===== src/rtl/pkt_rr_arbiter_if.sv =====
// pkt_rr_arbiter_if
// Bundles the source-side and destination-side handshake signals of the
// round-robin packet arbiter.
//   src_valid/src_pkt/src_ready : per-source beat handshake, source i uses
//                                 src_pkt[i*PKT_W +: PKT_W]
//   dst_valid/dst_pkt/dst_ready : shared downstream port
//   grant_id, busy, pkt_count   : status
//   state_dbg                   : raw arbiter FSM state (0 = IDLE, 1 = LOCK)
// Handshake rule for both sides: a beat moves on a rising edge where valid
// and ready are both high; the producer holds valid and data stable until
// that edge, and ready may depend combinationally on the consumer's state.
// Modports: slave = arbiter side, master = environment driving sources and
// the downstream sink.
interface pkt_rr_arbiter_if #(
  parameter int NUM_SRC = 4,
  parameter int PKT_W   = 13,
  parameter int CNT_W   = 16,
  parameter int GID_W   = $clog2(NUM_SRC)
);
  logic [NUM_SRC-1:0]       src_valid;
  logic [NUM_SRC*PKT_W-1:0] src_pkt;
  logic [NUM_SRC-1:0]       src_ready;
  logic                     dst_valid;
  logic [PKT_W-1:0]         dst_pkt;
  logic                     dst_ready;
  logic [GID_W-1:0]         grant_id;
  logic                     busy;
  logic [CNT_W-1:0]         pkt_count;
  logic                     state_dbg;

  modport slave (
    input  src_valid, src_pkt, dst_ready,
    output src_ready, dst_valid, dst_pkt, grant_id, busy, pkt_count, state_dbg
  );

  modport master (
    output src_valid, src_pkt, dst_ready,
    input  src_ready, dst_valid, dst_pkt, grant_id, busy, pkt_count, state_dbg
  );
endinterface


===== src/rtl/pkt_rr_arbiter.sv =====
// pkt_rr_arbiter
// Round-robin packet arbiter: locks onto one source for a whole packet
// (ending on the beat with bit 0 = EOP) and forwards its beats through a
// one-entry output register to a single downstream port.
// Ports:
//   clk   : rising-edge clock
//   reset : asynchronous, active-low reset
//   bus   : pkt_rr_arbiter_if.slave (source handshakes, downstream port,
//           grant_id, busy, pkt_count, state_dbg)
module pkt_rr_arbiter #(
  parameter int NUM_SRC = 4,
  parameter int PKT_W   = 13,
  parameter int CNT_W   = 16
) (
  input logic             clk,
  input logic             reset,
  pkt_rr_arbiter_if.slave bus
);
  localparam int GID_W = $clog2(NUM_SRC);

  typedef enum logic {IDLE = 1'b0, LOCK = 1'b1} state_t;

  state_t             state;
  logic [GID_W-1:0]   ptr;
  logic [GID_W-1:0]   grant_id;
  logic               dst_valid;
  logic [PKT_W-1:0]   dst_pkt;
  logic [CNT_W-1:0]   pkt_count;

  logic               sel_any;
  logic [GID_W-1:0]   sel_idx;
  logic [GID_W:0]     scan;
  logic               gnt_valid;
  logic [PKT_W-1:0]   gnt_pkt;
  logic               can_load;
  logic               xfer;
  logic [NUM_SRC-1:0] src_ready;

  // First valid source scanning ptr, ptr+1, ... modulo NUM_SRC. The scan runs
  // from the farthest offset down to offset 0 so the nearest hit wins. scan
  // has one extra bit so ptr+k never overflows before the modulo fold.
  always_comb begin
    sel_any = |bus.src_valid;
    sel_idx = '0;
    scan    = '0;
    for (int k = NUM_SRC - 1; k >= 0; k--) begin
      scan = {1'b0, ptr} + (GID_W+1)'(k);
      if (scan >= (GID_W+1)'(NUM_SRC))
        scan = scan - (GID_W+1)'(NUM_SRC);
      for (int i = 0; i < NUM_SRC; i++)
        if (bus.src_valid[i] && (scan == (GID_W+1)'(i)))
          sel_idx = GID_W'(i);
    end
  end

  // Beat and valid of the currently granted source.
  always_comb begin
    gnt_valid = 1'b0;
    gnt_pkt   = '0;
    for (int i = 0; i < NUM_SRC; i++)
      if (grant_id == GID_W'(i)) begin
        gnt_valid = bus.src_valid[i];
        gnt_pkt   = bus.src_pkt[i*PKT_W +: PKT_W];
      end
  end

  // The output register can take a beat when empty or draining this cycle.
  assign can_load = !dst_valid || bus.dst_ready;
  assign xfer     = (state == LOCK) && gnt_valid && can_load;

  always_comb begin
    src_ready = '0;
    for (int i = 0; i < NUM_SRC; i++)
      src_ready[i] = (state == LOCK) && (grant_id == GID_W'(i)) && can_load;
  end

  always_ff @(posedge clk or negedge reset) begin
    if (!reset) begin
      state     <= IDLE;
      ptr       <= '0;
      grant_id  <= '0;
      dst_valid <= 1'b0;
      dst_pkt   <= '0;
      pkt_count <= '0;
    end else begin
      case (state)
        IDLE: begin
          if (sel_any) begin
            grant_id <= sel_idx;
            state    <= LOCK;
          end
        end
        LOCK: begin
          // A granted source that drops valid mid-packet simply stalls here.
          if (xfer && gnt_pkt[0]) begin
            state <= IDLE;
            ptr   <= (grant_id == GID_W'(NUM_SRC - 1)) ? '0 : grant_id + 1'b1;
          end
        end
        default: state <= IDLE;
      endcase

      // A load wins over a drain, so drain+load keeps dst_valid high.
      if (xfer) begin
        dst_valid <= 1'b1;
        dst_pkt   <= gnt_pkt;
      end else if (dst_valid && bus.dst_ready) begin
        dst_valid <= 1'b0;
      end

      if (dst_valid && bus.dst_ready && dst_pkt[0])
        pkt_count <= pkt_count + 1'b1;
    end
  end

  assign bus.src_ready = src_ready;
  assign bus.dst_valid = dst_valid;
  assign bus.dst_pkt   = dst_pkt;
  assign bus.grant_id  = grant_id;
  assign bus.busy      = (state == LOCK);
  assign bus.pkt_count = pkt_count;
  assign bus.state_dbg = (state == LOCK);
endmodule


===== src/flat_wrapper.sv =====
// flat-port wrapper written by rule: the top's interface ports become plain ports
module pkt_rr_arbiter_flat 
#(
  parameter int NUM_SRC = 4,
  parameter int PKT_W   = 13,
  parameter int CNT_W   = 16
)
  (clk, reset, bus_src_valid, bus_src_pkt, bus_dst_ready, bus_src_ready, bus_dst_valid, bus_dst_pkt, bus_grant_id, bus_busy, bus_pkt_count, bus_state_dbg);
  pkt_rr_arbiter_if #(.NUM_SRC(NUM_SRC), .PKT_W(PKT_W), .CNT_W(CNT_W)) bus_i ();
  input logic clk;
  input logic reset;
  input wire logic [$bits(bus_i.src_valid)-1:0] bus_src_valid;
  input wire logic [$bits(bus_i.src_pkt)-1:0] bus_src_pkt;
  input wire logic [$bits(bus_i.dst_ready)-1:0] bus_dst_ready;
  output wire logic [$bits(bus_i.src_ready)-1:0] bus_src_ready;
  output wire logic [$bits(bus_i.dst_valid)-1:0] bus_dst_valid;
  output wire logic [$bits(bus_i.dst_pkt)-1:0] bus_dst_pkt;
  output wire logic [$bits(bus_i.grant_id)-1:0] bus_grant_id;
  output wire logic [$bits(bus_i.busy)-1:0] bus_busy;
  output wire logic [$bits(bus_i.pkt_count)-1:0] bus_pkt_count;
  output wire logic [$bits(bus_i.state_dbg)-1:0] bus_state_dbg;
  assign bus_i.src_valid = bus_src_valid;
  assign bus_i.src_pkt = bus_src_pkt;
  assign bus_i.dst_ready = bus_dst_ready;
  assign bus_src_ready = bus_i.src_ready;
  assign bus_dst_valid = bus_i.dst_valid;
  assign bus_dst_pkt = bus_i.dst_pkt;
  assign bus_grant_id = bus_i.grant_id;
  assign bus_busy = bus_i.busy;
  assign bus_pkt_count = bus_i.pkt_count;
  assign bus_state_dbg = bus_i.state_dbg;
  pkt_rr_arbiter #(.NUM_SRC(NUM_SRC), .PKT_W(PKT_W), .CNT_W(CNT_W)) u_core (.clk(clk), .reset(reset), .bus(bus_i));
endmodule

===== config.mk =====
export PLATFORM = sky130hd
export DESIGN_NAME = pkt_rr_arbiter_flat
export DESIGN_NICKNAME = d
export VERILOG_FILES = /design/src/rtl/pkt_rr_arbiter_if.sv /design/src/rtl/pkt_rr_arbiter.sv /design/src/flat_wrapper.sv
export SDC_FILE = /design/constraint.sdc
export NUM_CORES = 1
export LEC_CHECK = 0
export ABC_AREA = 1
export CAP_MARGIN = 25
export CORE_ASPECT_RATIO = 0.9
export CORE_MARGIN = 2
export CORE_UTILIZATION = 42
export CTS_CLUSTER_DIAMETER = 30
export CTS_CLUSTER_SIZE = 25
export DETAILED_ROUTE_END_ITERATION = 10
export PLACE_DENSITY = 0.77
export SETUP_SLACK_MARGIN = 0.02
export SLEW_MARGIN = 10
export SYNTH_ARGS = -nofsm -noshare
export SYNTH_HDL_FRONTEND = slang
export SYNTH_SLANG_ARGS = --single-unit

===== constraint.sdc =====
create_clock -name clk -period 2.5 [get_ports clk]
set_input_delay 0.5 -clock clk [delete_from_list [all_inputs] [get_ports clk]]
set_output_delay 0.5 -clock clk [all_outputs]
set_load 0.005 [all_outputs]

=== Word-level counts from Yosys, hierarchy flattened ===
Cells that the tools add are included.

* Add/sub/neg operators: 9
* Order comparisons: 4
* Equality and inequality tests: 15
* Mux-type cells: 33
* Bitwise operators: 1
* Reduce and logical (&&, ||, !) cells: 38

{| class="wikitable"
|+ Operators by type and width
! operator !! number
|-
| $mux W13 || 4
|-
| $mux W2 || 15
|-
| $logic_and A1 B1 Y1 || 28
|-
| $eq A3 B2 Y1 const B || 8
|-
| $add A16 B1 Y16 const B || 1
|-
| $eq A3 B1 Y1 const B || 4
|-
| $mux W3 || 4
|-
| $ge A3 B3 Y1 const B || 3
|-
| $logic_not A3 Y1 || 3
|-
| $mux W1 || 9
|-
| $sub A3 B3 Y3 const B || 3
|-
| $add A2 B2 Y3 const B || 2
|-
| $eq A2 B2 Y1 const B || 2
|-
| $reduce_and A2 Y1 || 2
|-
| $reduce_or A4 Y1 || 1
|-
| $add A2 B1 Y3 const B || 1
|-
| $ge A2 B3 Y1 const B || 1
|-
| $sub A2 B3 Y3 const B || 1
|-
| $add A2 B1 Y2 const B || 1
|-
| $eq A2 B1 Y1 const B || 1
|-
| $logic_not A2 Y1 || 1
|-
| $pmux W1 S2 || 1
|-
| $reduce_bool A2 Y1 || 1
|-
| $logic_not A1 Y1 || 1
|-
| 2 further kinds || 2
|}

* Register bits: 35
* Input bits: 59
* Output and inout port bits: 38

=== Longest topological paths before layout ===
* Depth after elaboration: 20
* Gate-level depth with buffers: 15

=== Worst setup path after synthesis ===
OpenSTA, ideal clock, no wires.

* Path type: flip-flop to output port
* Start point: register u_core.grant_id[0] (netlist: u_core.bus.grant_id[0])
* End point: output bus_src_ready[2]
* Arrival time: 1.353 ns
* Setup slack: 0.647 ns
* Cell stages (with the launch flop): 7
* Buffers on the path: 2
* Cell sequence: dfrtp_1 > inv_1 > ha_1 > clkbuf_1 > inv_2 > clkbuf_1 > nor3_1

* Cells in the longest elaborated chain, start to end: 3

{| class="wikitable"
|+ Ends and longest elaborated chain
! what !! line !! text
|-
| from (decl) || pkt_rr_arbiter.sv:25 || <nowiki>logic [GID_W-1:0] grant_id;</nowiki>
|-
| from (signal assigned) || pkt_rr_arbiter.sv:89 || <nowiki>grant_id <= sel_idx;</nowiki>
|-
| $eq A2 B2 Y1 || pkt_rr_arbiter.sv:74 || <nowiki>src_ready[i] = (state == LOCK) && (grant_id == GID_W'(i)) && can_load;</nowiki>
|-
| $logic_and A1 B1 Y1 (2 in a row) || pkt_rr_arbiter.sv:74 ||
|-
| to (decl) || flat_wrapper.sv:15 || <nowiki>output wire logic [$bits(bus_i.src_ready)-1:0] bus_src_ready;</nowiki>
|}

No other way between the ends.

=== Worst setup path in the final report ===
* Start point: input bus_dst_ready
* End point: output bus_src_ready[3]

* Cells in the longest elaborated chain, start to end: 2

{| class="wikitable"
|+ Ends and longest elaborated chain
! what !! line !! text
|-
| from (decl) || flat_wrapper.sv:14 || <nowiki>input wire logic [$bits(bus_i.dst_ready)-1:0] bus_dst_ready;</nowiki>
|-
| $logic_or A1 B1 Y1 || pkt_rr_arbiter.sv:68 || <nowiki>assign can_load = !dst_valid || bus.dst_ready;</nowiki>
|-
| $logic_and A1 B1 Y1 || pkt_rr_arbiter.sv:74 ||
|}

No other way between the ends.

==> metrics.md <==
| Metric | Value |
|---|---|
| Design area | `3290 um2` |
| Primary FF master, synth | `dfrtp_1` |
| Clock Path Buffers | `2` |
| HP Class | `in2async` |
| Synth unique cells | `28` |
| Peak Freq | `422 MHz` |
| # resized after CTS | `0` |
| FP Rows | `24` |
| Dominant cells by area after synthesis | `dfrtp_1 41%, nand2_1 13%, nand3_1 6.4%, o21ai_1 5.9%, a21oi_1 4.2%` |
| Core Box Area | `4860 um2` |
| IO Pins | `97` |
| Post-Synthesis Cell Area | `2120 um2` |
| Postcts setup bufs | `0` |
| Gpl congestion | `0.853` |
| Top-count cell post-synth | `nand2_1` |
| Post-route setup TNS | `0 ps` |
| Initial DRC Count | `74` |
| Largest net degree at the start of global routing | `36` |
| Largest area contributor in the netlist | `dfrtp_1` |
| Antenna cells | `0` |
| Root buffer cell | `clkbuf_8` |
| Final WL | `5.94 mm` |
| Via count | `2,240` |
| # port buffers | `96` |
| Sequential area share after synthesis | `41.2%` |
| Crit end category | `primary output` |
| EDFF count, synth | `0` |
| Max Slew Vio Count | `0` |
| Die width | `79.0 um` |
| Final min period | `2370 ps` |
| Req. time, crit path | `2000 ps` |
| Peak VDD IR | `0.000926 V` |
| Max_cap viols | `0` |
| Final hold vios | `0` |
| Yosys warns | `0` |
| Ys async rst share | `100%` |
| DP Area | `3170 um2` |
| CTS tree | `built` |
| Syn nets | `340` |
| GRT Total Usage | `21.7%` |
| Global route overflow | `0` |
| RSZ-0062 raised after global routing | `yes` |
| Syn_area_per_cell | `7.70 um2` |
| Final Cycle Share | `94.8%` |
| Final setup viols | `0` |
| First-pass GRT wire length | `9.76 mm` |
| DRC | `0` |
| Post-route ant nets | `0` |
| CTS Buf Count | `5` |
| Vias in the first global route | `2,109` |
| Final Skew | `6.37 ps` |
| Worst-path clk slew | `70 ps` |
| Yosys reg bits | `35` |
| Status | `finished clean` |
| Drt first pass iters | `4` |
| Area Overhead vs Synth | `54.8%` |
| CP startpoint | `bus_dst_ready` |
| Setup Crit Path Kind | `in2out` |
| Pwr/cell area | `1010 nW/um2` |
| Share of post-route cells with drive strength above 1 | `10.9%` |
| DPL Wire Length | `4.56 mm` |
| Skew-Pair Late Insertion Delay | `280 ps` |
| H-tree Lvls | `2` |
| CP Data Arrival Time | `1870 ps` |
| Synth top area share | `41.2%` |
| Most instantiated cells after synthesis | `75 x nand2_1, 35 x dfrtp_1, 27 x nand3_1, 25 x o21ai_1, 18 x a21oi_1` |
| Initial antenna violation count | `0` |
| Die height | `71.5 um` |
| Slew @ Worst Pin | `800 ps` |
| Critical register-to-register path startpoint | `u_core.bus.grant_id[0]` |
| Startpoint types | `input pin` |
| Static leakage | `1.48 nW` |
| Num Clock Sinks | `35` |
| Drt wl/cell | `13.5 um` |
| Peak fanout along the critical path | `5` |
| DIE AREA | `5640 um2` |
| Final #Nets | `439` |
| Hold buffers post-CTS | `0` |
| Avg Vias per Cell | `5.08` |
| Initial Util | `43.7%` |
| Gate Count Post-Synth | `276` |
| Relative slew slack | `46.7%` |
==> logic make-up (layout without fill, tap and decap cells) <==
group / Yosys count / count (layout) / synth area share [%]
flops: 35 / 35 / 41.2
simple gates: 126 / 126 / 28.2
compound gates: 63 / 63 / 15.5
buf+inv: 32 / 132 / 5.95
fa+ha+maj: 5 / 5 / 2.94
xor+xnor: 15 / 15 / 6.18
==> final cells by class <==
type                       count  area, um2
tap                           65       81.3
sequential                    35        876
fill                         442       1580
multi-input combinational    209       1130
timing repair buffer         103       1010
inverter                      21       78.8
clock buffer                   6       82.6
clock inverter                 2       35.0
==> per-stage QoR <==
stage | util (%) | hold slack, ps | power (mW) | worst slack (ps) | cells
final | 67.6 | 302 | 3.31 | 129 | 441
after global routing | 67.6 | 346 | 3.63 | 11.6 | 441
after CTS | 67.5 | 319 | 3.32 | 71.3 | 441
after detailed placement | 65.1 | 478 | 2.78 | 140 | 433
after global placement | 65.1 | 461 | 2.73 | 142 | 433
after floorplan | - | 204 | 1.99 | 647 | 276
==> cell usage in the layout, fill, tap and decap left out, types with 2 or more instances in the layout <==
cell type and instances:
xnor2_1 8, ha_1 3, o31ai_1 2, nor2_4 3, nor2_2 2, a21oi_1 18, o21ai_0 15, clkdlybuf4s50_1 95
nand2_1 75, dfrtp_1 35, inv_2 10, nor2_1 7, nor3_2 2, nand3_1 27, inv_1 9, ha_2 2
nand3_2 5, nor3_1 3, o21ai_1 25, xor2_1 7, clkinv_1 2, clkbuf_8 6, buf_4 7
==> sequential cells by signal, indices dropped and copies added (netlist names) <==
name and flops:
u_core.bus.grant_id 2, u_core.bus.pkt_count 16, u_core.ptr 2, u_core.bus.dst_valid 1, u_core.bus.busy 1, u_core.bus.dst_pkt 13
==> worst max-delay path, stage by stage <==
cell and delay (ps):
clkdlybuf4s50_1 500, nor2_1 60, buf_4 150, nor3_1 130, clkdlybuf4s50_1 530
==> report_power, final <==
group	total [mW]	switching, mW	internal [mW]
logic	1.87	0.989	0.876
registers	0.917	0.168	0.749
clock network	0.529	0.207	0.323
==> path summary, 6_finish.rpt <==
path                                       endpoint  depth (start not counted)  slack, ps
max in group asynchronous     u_core.bus.dst_pkt[5]                          1       1700
min                         u_core.bus.pkt_count[3]                          1        300
min reg2reg                u_core.bus.pkt_count[15]                          1        490
max                                bus_src_ready[3]                          5        130
min in group clk           u_core.bus.pkt_count[15]                          1        490
max reg2reg                  u_core.bus.dst_pkt[10]                          9        490
==> per-layer routing <==
| layer | GRT usage (%) | vias to the layer above | share of wire (%) | wire (um) |
|---|---|---|---|---|
| met5 | 0 | - | 0 | 0 |
| met4 | 5.17 | 0 | 1.8 | 108 |
| met1 | 28.2 | 1004 | 41 | 2410 |
| met3 | 6.93 | 14 | 9.2 | 544 |
| met2 | 35.4 | 106 | 48 | 2880 |
| li1 | - | 1116 | - | - |
Note: power is estimated with default switching activity, not from simulation.
